### src/rtl/uart_pkg.sv
// uart_pkg: shared UART types and constants
package uart_pkg;
  localparam int UART_DATA_W = 8;
  typedef struct packed {
    logic                   error;
    logic [UART_DATA_W-1:0] data;
  } uart_rx_entry_t;
endpackage

### src/rtl/uart_rx_fifo_mem.sv
// uart_rx_fifo_mem: DEPTH-entry storage with one write port and an async read port
module uart_rx_fifo_mem
  import uart_pkg::*;
#(
  parameter int DEPTH = 16,
  localparam int AW = $clog2(DEPTH)
) (
  input  logic           clk,
  input  logic           we,
  input  logic [AW-1:0]  waddr,
  input  uart_rx_entry_t wdata,
  input  logic [AW-1:0]  raddr,
  output uart_rx_entry_t rdata
);
  uart_rx_entry_t mem [DEPTH];
  always_ff @(posedge clk)
    if (we) mem[waddr] <= wdata;
  assign rdata = mem[raddr];
endmodule

### src/rtl/uart_rx_fifo.sv
// uart_rx_fifo: FWFT receive buffer with overrun flag and saturating frame-error counter
module uart_rx_fifo
  import uart_pkg::*;
#(
  parameter int DEPTH     = 16,
  parameter int ERR_CNT_W = 8,
  localparam int AW = $clog2(DEPTH),
  localparam int CW = AW + 1
) (
  input  logic                   clk,
  input  logic                   rst,
  input  logic                   rx_data_valid,
  input  logic [UART_DATA_W-1:0] rx_data,
  input  logic                   rx_error,
  output logic                   rd_valid,
  input  logic                   rd_ready,
  output logic [UART_DATA_W-1:0] rd_data,
  output logic                   rd_error,
  output logic [CW-1:0]          count,
  output logic                   full,
  output logic                   overrun,
  input  logic                   overrun_clr,
  output logic [ERR_CNT_W-1:0]   err_count,
  input  logic                   err_count_clr
);
  logic           valid_q, push_req, pop, wr_en, drop;
  logic [AW-1:0]  wr_ptr, rd_ptr;
  logic [CW-1:0]  count_nxt;
  uart_rx_entry_t wdata, rdata;
  assign push_req  = rx_data_valid && !valid_q;
  assign pop       = rd_valid && rd_ready;
  assign wr_en     = push_req && (!full || pop);
  assign drop      = push_req && full && !pop;
  assign full      = count == CW'(DEPTH);
  assign rd_valid  = count != '0;
  assign wdata     = '{error: rx_error, data: rx_data};
  assign rd_data   = rdata.data;
  assign rd_error  = rdata.error;
  assign count_nxt = (wr_en && !pop) ? count + 1'b1 : (!wr_en && pop) ? count - 1'b1 : count;
  uart_rx_fifo_mem #(.DEPTH(DEPTH)) u_mem (
    .clk   (clk),
    .we    (wr_en),
    .waddr (wr_ptr),
    .wdata (wdata),
    .raddr (rd_ptr),
    .rdata (rdata)
  );
  always_ff @(posedge clk or posedge rst)
    if (rst) begin
      valid_q   <= 1'b0;
      wr_ptr    <= '0;
      rd_ptr    <= '0;
      count     <= '0;
      overrun   <= 1'b0;
      err_count <= '0;
    end else begin
      valid_q <= rx_data_valid;
      count   <= count_nxt;
      if (wr_en) wr_ptr <= wr_ptr + 1'b1;
      if (pop) rd_ptr <= rd_ptr + 1'b1;
      overrun <= drop ? 1'b1 : overrun_clr ? 1'b0 : overrun;
      // clear takes precedence over a same-cycle error frame
      err_count <= err_count_clr ? '0 :
                   (push_req && rx_error && err_count != '1) ? err_count + 1'b1 : err_count;
    end
endmodule

### config.mk
export PLATFORM = sky130hd
export DESIGN_NAME = uart_rx_fifo
export DESIGN_NICKNAME = d
export VERILOG_FILES = /design/src/rtl/uart_pkg.sv /design/src/rtl/uart_rx_fifo_mem.sv /design/src/rtl/uart_rx_fifo.sv
export SDC_FILE = /design/constraint.sdc
export NUM_CORES = 1
export LEC_CHECK = 0
export ABC_AREA = 1
export CAP_MARGIN = 25
export CORE_AREA = 2 2 112 114
export DETAILED_ROUTE_END_ITERATION = 10
export DIE_AREA = 0 0 114 116
export HOLD_SLACK_MARGIN = 0.08
export PLACE_DENSITY = 0.85
export SYNTH_ARGS = -nofsm -noshare
export SYNTH_HDL_FRONTEND = slang
export SYNTH_SLANG_ARGS = --single-unit
### constraint.sdc
create_clock -name clk -period 3.53 [get_ports clk]
set_input_delay 0.353 -clock clk [delete_from_list [all_inputs] [get_ports clk]]
set_output_delay 0.353 -clock clk [all_outputs]
set_load 0.02 [all_outputs]
==> reports/summary.txt, run 1 <==
=======================================================================================
Run status                                                                 finished clean
Final critical-path required period                                             3.29 ns
Avg Cell Area, Syn                                                             10.7 µm²
Met2 Track Usage GR                                                               0.453
Slowest cell on the critical path                                                 buf_4
Die area                                                                      13200 µm²
Worst slack on hold paths                                                      0.433 ns
Highest fanout seen on the critical path                                             91
Count of TritonRoute iterations in the first routing pass                             5
Layout Skew                                                                  0.00570 ns
Clock tree root buffer cell                                                   clkbuf_16
Crit share post-route                                                             0.932
Required time worst endpoint                                                    3.18 ns
Post-detailed-route DRC marker count                                                  0
Kind of capture point of the worst setup path                              primary output
Post-cts hold buffer count                                                            0
Class of the most critical setup path                                      flop to primary output
Pin count of the biggest net entering global routing                                 92
Clock insertion delay at the later pin of the skew report                       0.43 ns
Total placed cells including tap cells                                              857
Cell variety after synth                                                             28
Cell type contributing the most total cell area after synthesis                edfxtp_1
PwrDens                                                                      780 nW/µm²
Sequential standard cell area                                                  4900 µm²
Syn Nets                                                                            701
Leading cell types by count after synthesis                                200 x nand2_1, 144 x edfxtp_1, 70 x nor2_1, 48 x inv_1, 47 x nand3_1
Post-Route WL                                                                  16800 µm
Worst slack at placement                                                       0.787 ns
Worst min-delay path class                                                 primary input to async pin
Number of violations reported at the end of detailed-routing iteration 0            681
Layout-stage area growth over the synthesis result                                15.6%
Total of warnings raised by yosys                                                     0
Initial cell density of the core                                                  0.608
Tightest slew margin relative to the limit                                        0.363
Worst-case setup margin in the final layout                                    0.239 ns
Nets                                                                                755
Count of final hold-check violations                                                  0
Count leader, synth                                                             nand2_1
M1 GR Usage                                                                       0.333
Last weighted congestion value of the routability-driven placer                   0.878
Number of non-filler instances in the completed layout                              889
Clock-pin slew of the registers on the worst-case setup and hold paths          0.06 ns
Number of top-level design ports                                                     40
Beginning of the worst register-to-register path                               count[0]
Post-synthesis cell count                                                           675
Pin slew with the least headroom to its limit                                  0.955 ns
Grt total ovfl                                                                        0
Maxcap violations                                                                     0
Series of cell instances along the critical path                           buf_4 > nor2_1 > nor2_1 > o21ai_0 > nand3_1 > nand2_1 > nand2_1 > clkdlybuf4s50_1
Flip-flop and latch count after synthesis                                           167
Core footprint                                                                11900 µm²
Vias after detailed routing                                                        5178
Share of synthesized flip-flops with an asynchronous set or reset                 0.138
Max Clock Freq                                                                  304 MHz
Cts repair resizes                                                                    0
Number of cell rows                                                                  40
Signal arrival time at the worst endpoint                                       2.94 ns
Clock buffers created by TritonCTS                                                   17
Total design power                                                              6.53 mW
N_diodes                                                                              0
Max VDD drop                                                                   0.551 mV
Final TNS setup                                                                    0 ns
Netlist area before placement                                                  7250 µm²
Worst R2R Setup Slack                                                           0.91 ns
Routed Antenna Nets                                                                   0
Number of filler instances in the final layout                                      812
Number of flops mapped to enable cells by yosys                                     144
Routed vias/inst                                                                   5.82
CTS sink cnt                                                                        167
Initial antenna violation count                                                       0
Global-route usage over all layers                                                0.272
Final design instance area without fill                                        8370 µm²
Capturing point of the worst reg2reg path                                      count[4]
Leak pwr                                                                        3.27 nW
Number of post-CTS setup repair buffers                                               0
Share of Yosys cell area claimed by the top area cell type                        0.597
CP startpoint kind                                                                 flop
Portion of the post-synthesis area used by sequential elements                    0.676
Horiz. Die Dim                                                                   114 µm
Crit-path max cell delay                                                        0.70 ns
Global routing usage on met3                                                     0.0732
IO Port Bufs                                                                         39
Final number of setup-violating endpoints                                             0
End point of the critical path                                               rd_data[1]
Final number of max-transition violations                                             0
Vias in the first global route                                                     5254
CTS tree                                                                           done
Detailed Place HPWL                                                            10400 µm
Combined area of the multi-input logic cells                                   1990 µm²
Clk buf depth                                                                         2
Main synth FF type                                                             edfxtp_1
Maximum level of the CTS H-tree                                                       4
Average wire per standard cell                                                  18.9 µm
Startpoint of the most critical setup path                                    rd_ptr[0]
Gr busiest metal                                                                   met2
Chip height                                                                      116 µm
Share of the core filled with cells in the final layout                           0.703
Total cell area at the placement stage                                         7830 µm²
Global-route wire length before repair                                         26600 µm
Unrepaired setup endpoints after global routing                                      no
Top cells by area in the synthesized netlist                               edfxtp_1 60%, nand2_1 10%, dfrtp_1 7.9%, nor2_1 3.6%, nand3_1 3.2%
Fraction of final layout cells sized beyond drive strength 1                     0.0863
Count of cells along the worst register-to-register path                             14
=======================================================================================
flip-flops by register name (all words and copies together), names as in the netlist:
| signal | cells |
|---|---|
| count | 5 |
| err_count | 8 |
| overrun | 1 |
| rd_ptr | 4 |
| u_mem.mem | 144 |
| valid_q | 1 |
| wr_ptr | 4 |
layer usage:
metal | wire, µm | vias to the layer above
met5 | 0 | -
met4 | 524 | 0
met3 | 1650 | 48
met2 | 8360 | 295
met1 | 6290 | 2449
li1 | - | 2386
worst min-delay path by stage:
stage	cells past startpoint	slack, ns	from	end
floorplan	1	0.35	rst	count[0]
global placement	2	0.48	rd_ptr[2]	rd_ptr[2]
detailed placement	2	0.50	rd_ptr[2]	rd_ptr[2]
CTS	1	0.44	rx_data_valid	valid_q
global route	1	0.45	rx_data_valid	valid_q
finish	2	0.43	rst	err_count[2]
area by class of cell:
cell class                 instances  share of cell area
multi-input combinational        429               0.238
inverter                          53              0.0238
timing repair buffer              61              0.0663
tap                              147              0.0220
clock buffer                      19              0.0517
sequential                       167               0.585
clock inverter                    13              0.0128
cell usage in the layout (no fill, tap or decap), types with 2 or more instances in the layout:
cell and instances:
nand3_1 47, o211ai_1 18, nor2_1 70, clkbuf_16 17, o21ai_1 2, clkinv_2 6, inv_2 4, buf_4 22
nor3_1 18, a21oi_1 21, clkbuf_1 2, nand2_1 200, o21ai_0 22, dfrtp_1 22, edfxtp_1 144, xnor2_1 2
xor2_1 6, nor2_2 2, ha_1 10, clkdlybuf4s50_1 39, inv_1 48, clkinvlp_4 4, nand4_1 3, nand2_2 3
worst max-delay path: cells and delay by family (launching register included):
kind,cells,cell delay (ns)
buffers and inverters,2,1.31
and+or+nand+nor,5,0.66
DFF,1,0.36
AOI/OAI and AO/OA,1,0.11
power by group:
part | switching (mW) | internal [mW] | total (mW)
logic | 1.60 | 0.811 | 2.41
clock network | 0.730 | 0.963 | 1.69
registers | 0.129 | 2.30 | 2.43
cells by family (layout without fill, tap and decap cells):
group,count (synthesis),in the layout,synth area share
AOI/OAI and AO/OA,64,64,0.0506
xor gates and xnor gates,8,8,0.00967
buffers and inverters,79,146,0.0487
adders and majority gates,11,11,0.0200
DFF,167,167,0.676
and+or+nand+nor,346,346,0.195
Power figures use the tool's default switching activity.
==> run 2, diff against run 1 <==
HOLD_SLACK_MARGIN = default   (was 0.08)
==> results of run 2 <==
Same layout as run 1: the final DEF is identical, and so are final timing and power.
==> run 3, diff against run 2 <==
MAX_ROUTING_LAYER = met4   (was default)
==> reports/summary.txt, run 3 (same netlist as run 1, synthesis figures left out) <==
=======================================================================================
Run status                                                                 finished clean
Post-Route WL                                                                  16400 µm
Series of cell instances along the critical path                           buf_4 > nand2_1 > nand3_1 > nand2_1 > nor2_1 > nand2_1 > nand2_1 > clkdlybuf4s50_1
Kind of capture point of the worst setup path                              primary output
Number of post-CTS setup repair buffers                                               0
Clock buffers created by TritonCTS                                                   17
Pin slew with the least headroom to its limit                                  0.913 ns
Crit-path max cell delay                                                        0.70 ns
Cts repair resizes                                                                    0
Layout-stage area growth over the synthesis result                                17.1%
Tightest slew margin relative to the limit                                        0.391
Core footprint                                                                11900 µm²
CP startpoint kind                                                                 flop
Maxcap violations                                                                     0
Clk buf depth                                                                         2
Detailed Place HPWL                                                            10300 µm
Max Clock Freq                                                                  313 MHz
Sequential share of power                                                         0.355
Slowest cell on the critical path                                                 buf_4
Highest fanout seen on the critical path                                             91
PwrDens                                                                      807 nW/µm²
Grt total ovfl                                                                        0
Total design power                                                              6.85 mW
Combinational group share of total power                                          0.344
Crit share post-route                                                             0.906
Leak pwr                                                                        3.31 nW
Total placed cells including tap cells                                              856
Number of cell rows                                                                  40
Vias after detailed routing                                                        5142
Final number of max-transition violations                                             0
Largest registers                                                          u_mem.mem (144), err_count (8), count (5)
Final critical-path required period                                             3.20 ns
Chip height                                                                      116 µm
Max VDD drop                                                                   0.421 mV
Capturing point of the worst reg2reg path                                      count[4]
N_diodes                                                                              0
Global-route usage over all layers                                                0.281
IO Port Bufs                                                                         39
Count of cells along the worst register-to-register path                             13
Switching portion of total power                                                  0.354
Clock tree root buffer cell                                                   clkbuf_16
Vias in the first global route                                                     5168
Routed vias/inst                                                                   5.79
Initial cell density of the core                                                  0.608
Net switching power                                                             2.43 mW
Signal arrival time at the worst endpoint                                       2.85 ns
Worst R2R Setup Slack                                                           0.94 ns
Largest register by flop count                                                u_mem.mem
Required time worst endpoint                                                    3.18 ns
Most common cell type on the critical path                                      nand2_1
Number of non-filler instances in the completed layout                              888
CTS tree                                                                           done
Most used cells in the layout excluding fill and tap cells                 200 x nand2_1, 144 x edfxtp_1, 70 x nor2_1, 48 x inv_1, 47 x nand3_1
Routed Antenna Nets                                                                   0
Nets                                                                                754
Unrepaired setup endpoints after global routing                                      no
Die area                                                                      13200 µm²
Maximum level of the CTS H-tree                                                       4
Average wire per standard cell                                                  18.5 µm
Class of the most critical setup path                                      flop to primary output
Final TNS setup                                                                    0 ns
Beginning of the worst register-to-register path                               count[0]
Number of violations reported at the end of detailed-routing iteration 0            699
Part of the total power dissipated in the clock network                           0.302
Initial antenna violation count                                                       0
Clock-pin slew of the registers on the worst-case setup and hold paths          0.06 ns
Global-route wire length before repair                                         26600 µm
Post-cts hold buffer count                                                            0
Count of TritonRoute iterations in the first routing pass                             6
Most common cell after layout, fill and taps aside                              nand2_1
Number of top-level design ports                                                     40
Internal power component                                                        4.43 mW
Layout Skew                                                                  0.00694 ns
Fraction of final layout cells sized beyond drive strength 1                     0.0837
Pin count of the biggest net entering global routing                                 92
Post-detailed-route DRC marker count                                                  0
Worst min-delay path class                                                 primary input to async pin
Final number of setup-violating endpoints                                             0
Horiz. Die Dim                                                                   114 µm
Clock insertion delay at the later pin of the skew report                       0.43 ns
Max FFs per register                                                                144
Last weighted congestion value of the routability-driven placer                   0.888
CTS sink cnt                                                                        167
Count of final hold-check violations                                                  0
=======================================================================================
run 3: cell count changes in the layout (fill, tap and decap cells not counted):
cell and delta:
buf_4 -1, inv_6 -1, bufinv_16 +5, clkinv_2 -5
clkinv_1 +1
run 3: final cells by class:
type                            count  area [µm²]
Clock buffer                       19         433
Tap cell                          147         184
Inverter                           53         199
Timing Repair Buffer               60         548
Fill cell                         806        3420
Multi-Input combinational cell    429        1990
Clock inverter                     13         228
Sequential cell                   167        4900
run 3: worst max path at each step:
stage / start / to / slack (ns) / cells after the start
after global placement: rd_ptr[0] / rd_error / 0.89 / 8
final: rd_ptr[0] / rd_data[3] / 0.33 / 8
after detailed placement: rd_ptr[0] / rd_data[7] / 0.82 / 8
after global routing: rd_ptr[0] / rd_data[5] / 0.18 / 8
after floorplan: count[0] / count[4] / 1.26 / 11
after CTS: rd_ptr[0] / rd_data[5] / 0.29 / 8
run 3: routing by layer:
metal,vias to the layer above,GRT usage,share of wire
met1,2455,0.338,0.39
met3,52,0.0612,0.071
met4,0,0.150,0.038
met5,-,-,0
li1,2382,-,-
met2,253,0.447,0.50
run 3: critical path: cells and delay by family, from the launching register on:
| kind | cells | cell delay (ns) |
|---|---|---|
| buffers and inverters | 2 | 1.32 |
| AND/OR/NAND/NOR | 6 | 0.71 |
| flip-flops | 1 | 0.36 |
run 3: power groups by stage:
stage / sequential [mW] / clock (mW) / combinational (mW)
6_report: 2.43 / 2.07 / 2.35
5_1_grt: 2.45 / 2.15 / 2.61
4_1_cts: 2.43 / 2.08 / 2.34
3_5_place_dp: 2.47 / 0 / 2.30
3_3_place_gp: 2.46 / 0 / 2.22
2_1_floorplan: 2.46 / 0 / 1.55
run 3: stage by stage:
step / utilization / hold WS [ns] / cell area [µm²] / setup slack (ns)
2_1_floorplan: - / 0.355 / 7250 / 1.26
3_3_place_gp: 0.657 / 0.480 / 7830 / 0.895
3_5_place_dp: 0.657 / 0.488 / 7830 / 0.820
4_1_cts: 0.713 / 0.415 / 8490 / 0.293
5_1_grt: 0.713 / 0.428 / 8490 / 0.180
6_report: 0.713 / 0.423 / 8490 / 0.331
